===== config.mk =====
export PLATFORM = sky130hd
export DESIGN_NAME = mem_port_arbiter
export DESIGN_NICKNAME = d
export VERILOG_FILES = /design/src/rtl/mem_arb_pkg.sv /design/src/rtl/load_extend.sv /design/src/rtl/mem_port_arbiter.sv
export SDC_FILE = /design/constraint.sdc
export NUM_CORES = 1
export LEC_CHECK = 0
export CORE_ASPECT_RATIO = 1.1
export CORE_MARGIN = 10
export CORE_UTILIZATION = 30
export DETAILED_ROUTE_END_ITERATION = 10
export GPL_ROUTABILITY_DRIVEN = 1
export GPL_TIMING_DRIVEN = 0
export PLACE_DENSITY_LB_ADDON = 0.08
export SYNTH_ARGS = -nofsm -noshare
export SYNTH_HDL_FRONTEND = slang
export SYNTH_SLANG_ARGS = --single-unit

===== constraint.sdc =====
create_clock -name clk -period 2.15 [get_ports clk]
set_input_delay 0.215 -clock clk [delete_from_list [all_inputs] [get_ports clk]]
set_output_delay 0.215 -clock clk [all_outputs]
set_load 0.05 [all_outputs]

===== src/rtl/mem_arb_pkg.sv =====
`default_nettype none
// +--------------------------------------------------------------------+
// | mem_arb_pkg : owner encoding and load/store funct3 codes            |
// | Revision    : 1.0                                                   |
// +--------------------------------------------------------------------+
package mem_arb_pkg;

  typedef enum logic [1:0] {
    OWN_NONE = 2'd0,
    OWN_IF   = 2'd1,
    OWN_DM   = 2'd2
  } owner_t;

  localparam logic [2:0] LF3_LB  = 3'b000;
  localparam logic [2:0] LF3_LH  = 3'b001;
  localparam logic [2:0] LF3_LW  = 3'b010;
  localparam logic [2:0] LF3_LBU = 3'b100;
  localparam logic [2:0] LF3_LHU = 3'b101;

  localparam logic [2:0] SF3_SB  = 3'b000;
  localparam logic [2:0] SF3_SH  = 3'b001;
  localparam logic [2:0] SF3_SW  = 3'b010;

  // True when the access must be rejected: unknown funct3 or bad alignment.
  function automatic logic dm_reject(input logic we, input logic [2:0] f3,
                                     input logic [1:0] a);
    logic bad;
    bad = 1'b1;
    if (we) begin
      case (f3)
        SF3_SB:  bad = 1'b0;
        SF3_SH:  bad = a[0];
        SF3_SW:  bad = |a;
        default: bad = 1'b1;
      endcase
    end else begin
      case (f3)
        LF3_LB, LF3_LBU: bad = 1'b0;
        LF3_LH, LF3_LHU: bad = a[0];
        LF3_LW:          bad = |a;
        default:         bad = 1'b1;
      endcase
    end
    return bad;
  endfunction

endpackage
`default_nettype wire


===== src/rtl/load_extend.sv =====
`default_nettype none
// +--------------------------------------------------------------------+
// | load_extend : align a memory word to a load and sign/zero extend it |
// | Revision    : 1.0                                                   |
// +--------------------------------------------------------------------+
module load_extend
  import mem_arb_pkg::*;
(
  input  logic [31:0] word,
  input  logic [1:0]  a_r,
  input  logic [2:0]  f3_r,
  output logic [31:0] rdata
);

  logic [31:0] shifted;

  always_comb begin
    shifted = word >> {a_r, 3'b000};
    case (f3_r)
      LF3_LB:  rdata = {{24{shifted[7]}}, shifted[7:0]};
      LF3_LH:  rdata = {{16{shifted[15]}}, shifted[15:0]};
      LF3_LW:  rdata = shifted;
      LF3_LBU: rdata = {24'd0, shifted[7:0]};
      LF3_LHU: rdata = {16'd0, shifted[15:0]};
      default: rdata = 32'd0;
    endcase
  end

endmodule
`default_nettype wire


===== src/rtl/mem_port_arbiter.sv =====
`default_nettype none
// +--------------------------------------------------------------------+
// | mem_port_arbiter : fetch/data arbiter for one single-ported memory  |
// | Revision         : 1.0                                              |
// +--------------------------------------------------------------------+
module mem_port_arbiter
  import mem_arb_pkg::*;
#(
  parameter int STARVE_MAX = 4
) (
  input  logic        clk,
  input  logic        rst_n,
  input  logic        if_req,
  input  logic [31:0] if_addr,
  output logic [31:0] if_rdata,
  output logic        if_valid,
  output logic        if_stall,
  input  logic        dm_req,
  input  logic        dm_we,
  input  logic [31:0] dm_addr,
  input  logic [31:0] dm_wdata,
  input  logic [2:0]  dm_f3,
  output logic [31:0] dm_rdata,
  output logic        dm_valid,
  output logic        dm_stall,
  output logic        dm_misalign,
  output logic        mem_en,
  output logic        mem_we,
  output logic [31:0] mem_addr,
  output logic [31:0] mem_wdata,
  output logic [3:0]  mem_be,
  input  logic [31:0] mem_rdata
);

  localparam logic [3:0] STARVE_LIMIT = 4'(STARVE_MAX);

  owner_t      owner_q, owner_d;
  logic [3:0]  starve_cnt_q, starve_cnt_d;
  logic [1:0]  a_q, a_d;
  logic [2:0]  f3_q, f3_d;
  logic        we_q, we_d;

  logic        dm_bad;
  logic        dm_ok;
  logic        dm_gnt;
  logic        if_gnt;
  logic [1:0]  dm_a;
  logic [31:0] load_data;
  logic        unused_if_lsb;

  assign dm_a          = dm_addr[1:0];
  assign unused_if_lsb = ^if_addr[1:0];

  // Grant: data normally wins; a starved fetch takes one slot. Nothing is
  // granted while reset is held.
  always_comb begin
    dm_bad = dm_req && dm_reject(dm_we, dm_f3, dm_a);
    dm_ok  = dm_req && !dm_bad;
    dm_gnt = rst_n && dm_ok && !(if_req && (starve_cnt_q == STARVE_LIMIT));
    if_gnt = rst_n && if_req && !dm_gnt;
  end

  always_comb begin
    if_stall    = rst_n && if_req && !if_gnt;
    dm_stall    = rst_n && dm_ok && !dm_gnt;
    dm_misalign = rst_n && dm_bad;
  end

  always_comb begin
    mem_en    = 1'b0;
    mem_we    = 1'b0;
    mem_addr  = 32'd0;
    mem_wdata = 32'd0;
    mem_be    = 4'd0;
    if (dm_gnt) begin
      mem_en   = 1'b1;
      mem_we   = dm_we;
      mem_addr = {dm_addr[31:2], 2'b00};
      if (dm_we) begin
        mem_wdata = dm_wdata << {dm_a, 3'b000};
        case (dm_f3)
          SF3_SB:  mem_be = 4'b0001 << dm_a;
          SF3_SH:  mem_be = 4'b0011 << dm_a;
          default: mem_be = 4'b1111;
        endcase
      end
    end else if (if_gnt) begin
      mem_en   = 1'b1;
      mem_addr = {if_addr[31:2], 2'b00};
    end
  end

  always_comb begin
    owner_d      = OWN_NONE;
    starve_cnt_d = starve_cnt_q;
    a_d          = a_q;
    f3_d         = f3_q;
    we_d         = we_q;
    if (if_gnt) begin
      owner_d = OWN_IF;
    end else if (dm_gnt) begin
      owner_d = OWN_DM;
    end
    if (dm_gnt) begin
      a_d  = dm_a;
      f3_d = dm_f3;
      we_d = dm_we;
    end
    if (!if_req || if_gnt) begin
      starve_cnt_d = 4'd0;
    end else if (starve_cnt_q != STARVE_LIMIT) begin
      starve_cnt_d = starve_cnt_q + 4'd1;
    end
  end

  always_ff @(posedge clk) begin
    if (!rst_n) begin
      owner_q      <= OWN_NONE;
      starve_cnt_q <= 4'd0;
      a_q          <= 2'd0;
      f3_q         <= 3'd0;
      we_q         <= 1'b0;
    end else begin
      owner_q      <= owner_d;
      starve_cnt_q <= starve_cnt_d;
      a_q          <= a_d;
      f3_q         <= f3_d;
      we_q         <= we_d;
    end
  end

  load_extend u_load_extend (
    .word  (mem_rdata),
    .a_r   (a_q),
    .f3_r  (f3_q),
    .rdata (load_data)
  );

  // Responses are masked during reset so an in-flight access is dropped.
  always_comb begin
    if_valid = rst_n && (owner_q == OWN_IF);
    dm_valid = rst_n && (owner_q == OWN_DM);
    if_rdata = if_valid ? mem_rdata : 32'd0;
    dm_rdata = (dm_valid && !we_q) ? load_data : 32'd0;
  end

endmodule
`default_nettype wire


Word-level counts from Yosys, hierarchy flattened
Cells that the tools add are included.
{"block": "word_totals", "reg_bits": 12}
{"block": "classes", "add_sub_neg": 1, "n_eq_ne": 12, "shift": 4, "muxes": 18, "n_bitwise": 1, "n_reduce_logical": 27}
{"cell": "32-bit two-way mux", "count": 6}
{"cell": "32-bit one-hot mux with 5 select lines", "count": 1}
{"cell": "32-bit by 5-bit << shifter with 32-bit output", "count": 1}
{"cell": "32-bit by 5-bit >> shifter with 32-bit output", "count": 1}
{"cell": "1-bit logical AND", "count": 13}
{"cell": "3-bit == test, second input constant", "count": 4}
{"cell": "2-bit OR reduction", "count": 5}
{"cell": "4-bit two-way mux", "count": 2}
{"cell": "4-bit one-hot mux with 2 select lines", "count": 1}
{"cell": "3-bit by 1-bit == test with 1-bit output, second input constant", "count": 2}
{"cell": "3-bit by 2-bit == test with 1-bit output, second input constant", "count": 2}
{"cell": "1-bit zero test", "count": 6}
{"cell": "3-bit zero test", "count": 2}
{"cell": "1-bit one-hot mux with 3 select lines", "count": 2}
{"cell": "1-bit two-way mux", "count": 5}
{"cell": "4-bit by 1-bit adder with 4-bit output, second input constant", "count": 1}
{"cell": "4-bit by 3-bit == test with 1-bit output, second input constant", "count": 1}
{"cell": "4-bit by 3-bit inequality test with 1-bit output, second input constant", "count": 1}
{"cell": "1-bit by 2-bit << shifter with 4-bit output, first input constant", "count": 1}
{"cell": "2-bit by 2-bit << shifter with 4-bit output, first input constant", "count": 1}
{"cell": "2-bit by 1-bit == test with 1-bit output, second input constant", "count": 1}
{"cell": "2-bit == test, second input constant", "count": 1}
{"cell": "2-bit two-way mux", "count": 1}
{"cell": "1-bit logical OR", "count": 1}
{"cell": "1-bit inverter", "count": 1}

Logic depth before layout (Yosys ltp)
Gate-level depths: netlist (run 1).
{"block": "depth", "word_depth": 13, "ltp_mapped": 10, "ltp_nobuf": 7}

By module
Synthesis (run 1) repeated with hierarchy kept, for this count alone.
{"block": "unflattened", "hier_cells": 417, "area_unflattened_um2": 3274.4}
{"mod": "mem_port_arbiter", "n_inst": 1, "cells_per_inst": 308, "area_per_inst_um2": 2471.1}
{"mod": "load_extend", "n_inst": 1, "cells_per_inst": 109, "area_per_inst_um2": 803.3}

Worst setup path after synthesis (run 1)
No wires, ideal clock.
{"block": "synth_path", "path_kind": "input port to output port", "from": "in dm_addr[0]", "to": "out dm_stall", "t_arrival_ns": 3.211, "required_ns": 1.935, "path_slack_ns": -1.276, "stages": 2, "path_buffers": 0, "cell_sequence": "or4_4 a2111oi_0"}
{"block": "synth_between", "elab_chain_len": 10}
{"item": "start: declaration", "line_no": "mem_port_arbiter.sv:20", "text": "input logic [31:0] dm_addr,"}
{"item": "2-bit OR reduction", "line_no": "mem_arb_pkg.sv:33, mem_arb_pkg.sv:40"}
{"item": "1-bit one-hot mux with 3 select lines (on tied branches)", "line_no": "mem_arb_pkg.sv:37, mem_arb_pkg.sv:30"}
{"item": "1-bit two-way mux (*)", "line_no": "mem_arb_pkg.sv:29", "text": "if (we) begin"}
{"item": "1-bit logical AND (*)", "line_no": "mem_port_arbiter.sv:57", "text": "dm_bad = dm_req && dm_reject(dm_we, dm_f3, dm_a);"}
{"item": "1-bit zero test (*)", "line_no": "mem_port_arbiter.sv:58", "text": "dm_ok = dm_req && !dm_bad;"}
{"item": "1-bit logical AND (*)", "line_no": "mem_port_arbiter.sv:58"}
{"item": "1-bit logical AND (*)", "line_no": "mem_port_arbiter.sv:59, mem_port_arbiter.sv:65"}
{"item": "1-bit logical AND", "line_no": "mem_port_arbiter.sv:59", "text": "dm_gnt = rst_n && dm_ok && !(if_req && (starve_cnt_q == STARVE_LIMIT));"}
{"item": "1-bit zero test", "line_no": "mem_port_arbiter.sv:65", "text": "dm_stall = rst_n && dm_ok && !dm_gnt;"}
{"item": "1-bit logical AND (*)", "line_no": "mem_port_arbiter.sv:65"}
{"item": "end: declaration", "line_no": "mem_port_arbiter.sv:25", "text": "output logic dm_stall,"}
Mark *: on every way between the ends. The rest lies on a longest branch, timed or not.

Worst setup path after layout (run 1)
{"block": "layout_path", "from": "reg starve_cnt_q[1]", "to": "out mem_wdata[4]"}
{"block": "layout_between", "elab_chain_len": 5}
{"item": "start: declaration", "line_no": "mem_port_arbiter.sv:38", "text": "logic [3:0] starve_cnt_q, starve_cnt_d;"}
{"item": "start signal: assignment", "line_no": "mem_port_arbiter.sv:125", "text": "starve_cnt_q <= starve_cnt_d;"}
{"item": "4-bit by 3-bit == test with 1-bit output", "line_no": "mem_port_arbiter.sv:59"}
{"item": "1-bit logical AND", "line_no": "mem_port_arbiter.sv:59"}
{"item": "1-bit zero test", "line_no": "mem_port_arbiter.sv:59"}
{"item": "1-bit logical AND", "line_no": "mem_port_arbiter.sv:59"}
{"item": "32-bit two-way mux", "line_no": "mem_port_arbiter.sv:75", "text": "if (dm_gnt) begin"}
{"item": "end: declaration", "line_no": "mem_port_arbiter.sv:30", "text": "output logic [31:0] mem_wdata,"}
No other way between the ends.

==> out/metrics.yaml, run 1 <==
run_status:
  run_status: "finished with violations"
  violations: "setup timing"
clock_network:
  root_buffer: "clkbuf_8"
  clk_latency_ns: 0.24
  clock_path_buffers: 2
  cts_tree: "done"
  cts_sinks: 12
  htreeDepth: 1
  clkTransAtPathRegs_ns: 0.06
  cts_buffers: 3
  ctsHoldBuffers: 0
routing:
  drt_iter0_drc: 220
  drt-total-wl_um: 17300
  vias: 4375
  drc: 0
  viasPerCell: 5.16
  drt_pass1_iterations: 4
  antenna_left: 0
  wire_per_inst_um: 20.3
final_layout:
  final_nets: 876
  n_fill_cell: 635
  areaGrowthSynthToFinish_pct: 140
  drive_gt1_share_pct: 41.8
  n_antenna_cell: 0
floorplanning:
  fp.dieW_um: 110
  dieHeight_um: 119
  ios: 275
  core_area_sq_um: 8500
  start_util_pct: 31.3
  die_area_sq_um: 13000
  placementRows: 35
worst_hold_path:
  min_from: "dm_f3[0]"
  hold_depth: 3
  hold_class: "in2reg"
  min_to: "f3_q[0]"
setup_path:
  endpoint_kind: "output pin"
  r2r_start: "starve_cnt_q[1]"
  startpoint_type: "flop"
  critical_path_arrival_ns: 2.16
  worstPathMaxFanout: 4
  crit_type: "reg2out"
  reg2reg_depth: 9
  rr_endpoint: "we_q"
  required_ns: 1.93
  r2r_slack_ns: 0.52
yosys:
  ys.warnings.count: 0
  netlist_area_sq_um: 2660
  synth_top_cell_by_area: "nand2_1"
  netlist.area_leader.share_pct: 13.4
  yosysSeqAreaShare_pct: 9.03
  synth_area_leaders: "nand2_1 (13%), mux2i_1 (9.4%), and2_1 (9.2%)"
  ys_types: 41
  avgSynthCellArea_sq_um: 5.94
  syn_inst: 448
  ys_ff_latch: 12
sta:
  finalSetupViolCount: 18
  post-route-period-util_pct: 110
  worst-slew-pin-transition_ns: 0.642
  fin_tns_setup_ns: -2.38
  whs_ns: 0.202
  skew_ns: 0.00652
  hold_viol: 0
  post-route-min-period_ns: 2.38
  rsz0062_at_grt: "true"
  slew_violations: 0
  fmax_mhz: 421
  relSlewSlack_pct: 57.2
  fin_ws_ns: -0.226
pwr:
  power_density_nw_per_um2: 264
  power_leakage_nw: 2.89
  ir_drop_uv: 276
place:
  io_buffers: 270
  place.detailed.hpwl_um: 13500
  gp_congestion: 0.911
grt:
  grt_pass1_vias: 4505
  antenna_found_initial: 0
  grt_start_max_net_pins: 11
  grt_overflow_total: 0
  grt_pass1_wl_um: 25700
  track_usage_pct: 24.0
flow_run:
  cap_violations: 0
==> what timing repair did <==
item / in CTS / in global routing
gates cloned: 2 / 1
buffers inserted: 9 / 7
resized for setup: 892 / 108
pin swaps: 17 / 23
setup endpoints to repair: 137 / 134
==> placed cells by master, fill, tap and decap left out, drive strengths merged, types with 2 or more instances in the layout <==
cell,count
a211o,2
a211oi,30
a21oi,40
and2,39
and3b,2
buf,165
clkbuf,33
clkdlybuf4s15,4
clkdlybuf4s50,125
conb,2
dfxtp,12
dlygate4sd2,5
dlymetal6s2s,3
ha,2
inv,7
mux2,9
mux2i,25
nand2,95
nand3,37
nor2,40
nor2b,19
nor3,2
nor3b,8
nor4b,3
o21ai,12
or2,2
xnor2,2
==> synth_stat cells <==
cell and n:
xnor2_1 2, and3b_1 2, or2_1 1, o21ai_0 12, mux2i_1 25, mux2_2 9
nand4b_1 1, o211ai_1 1, nand2b_1 1, a2111oi_0 1, or4_4 1, nor2b_1 19
nor3b_2 1, buf_6 1, a21oi_1 40, nor4_1 1, nand3b_1 1, nor3_1 2
nor2_1 40, a211oi_1 30, o21bai_1 1, conb_1 1, o311a_1 1, buf_1 13
a221o_1 1, and2_1 39, nand3_1 37, nor4b_2 1, and4b_1 1, or2_2 1
buf_2 5, nor4b_1 2, dfxtp_1 12, or3_1 1, ha_1 2, a211o_1 2
clkbuf_1 25, buf_4 3, nand2_1 95, inv_1 7, nor3b_1 7
==> cells by family (layout without fill, tap and decap cells) <==
kind of cell               Yosys count  after routing  share of synthesized area [%]
xor gates and xnor gates             2              2                          0.658
DFF                                 12             12                           9.03
muxes                               34             34                           13.2
AOI/OAI and AO/OA                   89             89                           20.5
buffers and inverters               54            342                           8.56
other                                1              2                          0.141
adders and majority gates            2              2                          0.940
and+or+nand+nor                    254            254                           46.9
==> sequential cells by signal (all words and copies together) (netlist names) <==
signal / cells
starve_cnt_q: 4
f3_q: 3
we_q: 1
owner_q: 2
a_q: 2
==> worst max-delay path by stage <==
stage | startpoint | to | slack (ns) | cells after the start
2_1_floorplan | dm_addr[0] | mem_wdata[24] | -0.49 | 4
4_1_cts | starve_cnt_q[1] | mem_wdata[7] | -0.24 | 9
5_1_grt | starve_cnt_q[1] | mem_wdata[7] | -0.27 | 9
3_5_place_dp | dm_f3[0] | mem_wdata[7] | -1.32 | 8
3_3_place_gp | dm_f3[0] | mem_wdata[7] | -1.31 | 8
6_report | starve_cnt_q[1] | mem_wdata[4] | -0.23 | 9
==> per-stage QoR <==
step | instance area, sq um | total power [W] | setup WS, ns | util (%) | instances
after floorplan | 3110 | 0.000864 | -0.493 | - | 449
after global placement | 5950 | 0.00134 | -1.31 | 70.1 | 830
after detailed placement | 5950 | 0.00136 | -1.32 | 70.1 | 830
after CTS | 6090 | 0.00164 | -0.238 | 71.6 | 841
after global routing | 6400 | 0.00177 | -0.269 | 75.3 | 848
final | 6400 | 0.00169 | -0.226 | 75.3 | 848
==> worst max-delay path: stages (launching register included) <==
cell     delay (ns)
dfxtp_2        0.34
inv_2          0.05
ha_4           0.15
and4b_1        0.18
a211o_1        0.27
or2_4          0.26
buf_12         0.14
buf_12         0.12
nor3b_4        0.22
buf_6          0.19
==> area by class of cell <==
type                       count  area (sq um)  share of cell area, %
multi-input combinational    383          2820                   44.0
tap                          111           139                   2.17
sequential                    12           253                   3.95
buffer                        43           375                   5.87
timing repair buffer         288          2730                   42.6
inverter                       7          31.3                  0.489
clock buffer                   4          55.1                  0.860
==> power by group <==
group	internal (W)	switching (W)	leakage, nW	total, W
Clock	0.000161	0.0000805	0.0288	0.000242
Sequential	0.000230	0.0000162	0.101	0.000246
Combinational	0.000524	0.000675	2.76	0.00120
Total	0.000915	0.000771	2.89	0.00169
==> layer usage <==
metal	GRT usage, %	up-vias	wire (um)	part of all wire [%]
met2	43.9	185	9260	54
met5	0	-	0	0
met1	26.5	2059	6030	35
met4	3.66	0	320	1.9
met3	7.17	24	1640	9.5
li1	-	2107	-	-
(Power assumes the default switching activity.)
==> inputs of run 2 (changes only) <==
- HOLD_SLACK_MARGIN: unset -> 0.1
==> results of run 2 <==
The final DEF is identical to that of run 1; final timing and power are the same.
==> inputs of run 3 (changes only) <==
- TNS_END_PERCENT: unset -> 1
- clock period: 2.15 -> 2.4 ns (I/O delays scaled with it)
==> run 3 against run 2 <==
- the flow still finishes with violations (setup timing)
- setup slack improved by 0.16 ns
- hold slack improved by 0.040 ns
- design area down 14%
- die area unchanged
- critical endpoint is now mem_wdata[7]
==> out/metrics.yaml, run 3 (synthesis results as in run 1) <==
run_status:
  run_status: "finished with violations"
  violations: "setup timing"
clock_network:
  htreeDepth: 1  # unchanged
  clk_latency_ns: 0.24  # about the same
  cts_sinks: 12  # unchanged
  clock_path_buffers: 2  # unchanged
  cts_buffers: 3  # unchanged
  clkTransAtPathRegs_ns: 0.06  # about the same
  root_buffer: "clkbuf_8"
  cts_tree: "done"
sta:
  skew_ns: 0.00477  # -0.00175 ns
  hold_viol: 0  # unchanged
  relSlewSlack_pct: 52.2  # -5.0 points
  rsz0062_at_grt: "true"
  post-route-period-util_pct: 103
  fmax_mhz: 405
  worst-slew-pin-transition_ns: 0.717  # +0.0746 ns
  fin_ws_ns: -0.0661  # +0.160 ns
  post-route-min-period_ns: 2.47
  fin_tns_setup_ns: -0.209  # +2.18 ns
  slew_violations: 0  # unchanged
  finalSetupViolCount: 6  # -12
place:
  gp_congestion: 0.847  # -7.1%
  pre_cts_slack_ns: -1.08  # +0.238 ns
  place.detailed.hpwl_um: 13000  # -3.6%
  io_buffers: 270  # unchanged
  dpl_cell_area_sq_um: 5510  # -7.5%
final_layout:
  largest_register_ff_count: 4  # unchanged
  final_cell_mix: "clkdlybuf4s50_1 (129), nand2_1 (95), buf_2 (49)"
  areaGrowthSynthToFinish_pct: 106
  top_register: "starve_cnt_q"
  final_common_cell: "clkdlybuf4s50_1"
  drive_gt1_share_pct: 29.0  # -13 points
  n_antenna_cell: 0  # unchanged
  n_fill_cell: 827  # +30%
  design_area_sq_um: 5470  # -14%
  top_regs: "starve_cnt_q (4), f3_q (3)"
  final_nets: 863  # -1.5%
routing:
  drt_pass1_iterations: 5  # +1
  drt_iter0_drc: 183  # -17%
  antenna_left: 0  # unchanged
  wire_per_inst_um: 19.3  # -5.3%
  drt-total-wl_um: 16100  # -6.7%
  vias: 4272  # -2.4%
  drc: 0  # unchanged
  viasPerCell: 5.12  # -0.83%
worst_hold_path:
  min_to: "f3_q[2]"
  hold_class: "in2reg"
  min_from: "dm_f3[2]"
  hold_depth: 3  # unchanged
setup_path:
  worstPathMaxFanout: 5  # +1
  reg2reg_depth: 9  # unchanged
  startpoint_type: "primary input"
  endpoint_kind: "output pin"
  required_ns: 2.16  # +0.23 ns
  r2r_start: "starve_cnt_q[0]"
  rr_endpoint: "starve_cnt_q[2]"
  critical_path_arrival_ns: 2.23  # +0.07 ns
  crit_type: "in2out"
  r2r_slack_ns: 0.64  # +0.12 ns
floorplanning:
  die_area_sq_um: 13000  # unchanged
  ios: 275  # unchanged
  dieHeight_um: 119  # unchanged
  placementRows: 35  # unchanged
  core_area_sq_um: 8500  # unchanged
  fp.dieW_um: 110  # unchanged
  start_util_pct: 31.3  # unchanged
flow_run:
  cap_violations: 0  # unchanged
grt:
  grt_pass1_wl_um: 23700  # -7.9%
  grt_overflow_total: 0  # unchanged
  grt_pass1_vias: 4176  # -7.3%
  antenna_found_initial: 0  # unchanged
  grt.busiest_layer: "met2"
  grtUsageMet3_pct: 5.98  # -1.2 points
  grtUsageMet2_pct: 41.2  # -2.7 points
  track_usage_pct: 22.3  # -1.7 points
  grt_start_max_net_pins: 11  # unchanged
  grt_util_met1_pct: 24.6  # -1.9 points
pwr:
  ir_drop_uv: 275  # -0.16%
  power_density_nw_per_um2: 251  # -4.9%
  power_leakage_nw: 2.54  # -12%
==> run 3: layout make-up <==
type,instances,area [sq um],area share [%]
inverter,7,26.3,0.480
sequential,12,249,4.55
multi-input combinational,384,2300,42.1
clock buffer,4,55.1,1.01
tap,111,139,2.54
timing repair buffer,275,2460,45.0
buffer,42,240,4.39
==> run 3: worst max-delay path, stage by stage <==
cell	delay, ns
clkdlybuf4s15_2	0.21
or4_4	0.57
a211o_4	0.37
or2_4	0.30
buf_8	0.16
nor3b_4	0.18
buf_6	0.19
==> run 3: what timing repair did <==
action | CTS | global route
gates resized for setup | 707 | 116
endpoints found under the setup margin | 137 | 133
hold buffers | 0 | 0
pin swaps | 6 | 3
gates cloned | 2 | 0
setup buffers | 3 | 1
==> run 3: how the worst max path moves through the flow <==
stage          slack [ns]            to       start  cells past startpoint
6_report            -0.07  mem_wdata[7]  dm_addr[0]                      7
5_1_grt             -0.11   dm_rdata[4]       rst_n                      7
4_1_cts             -0.09  mem_addr[20]    dm_f3[1]                     10
3_5_place_dp        -1.08  mem_wdata[7]    dm_f3[0]                      8
3_3_place_gp        -1.04  mem_wdata[7]    dm_f3[0]                      8
2_1_floorplan       -0.44  mem_wdata[0]  dm_addr[0]                      5
==> run 3: metal layers <==
metal,vias up,share of wire [%]
met1,1975,38
li1,2080,-
met3,16,8.3
met4,0,1.3
met2,201,53
met5,-,0
==> run 3: power breakdown <==
part,leakage (nW),internal (W),switching [W]
Combinational,2.42,0.000405,0.000526
Clock,0.0288,0.000145,0.0000788
Sequential,0.0997,0.000205,0.0000123
Total,2.54,0.000755,0.000617
==> run 3: through the flow <==
stage	instances	hold slack (ns)	power, W	util [%]
final	835	0.243	0.00137	64.4
after floorplan	449	0.339	0.000702	-
after detailed placement	830	0.461	0.00114	64.8
after global placement	830	0.450	0.00113	64.8
after CTS	835	0.361	0.00137	65.2
after global routing	835	0.284	0.00143	64.4
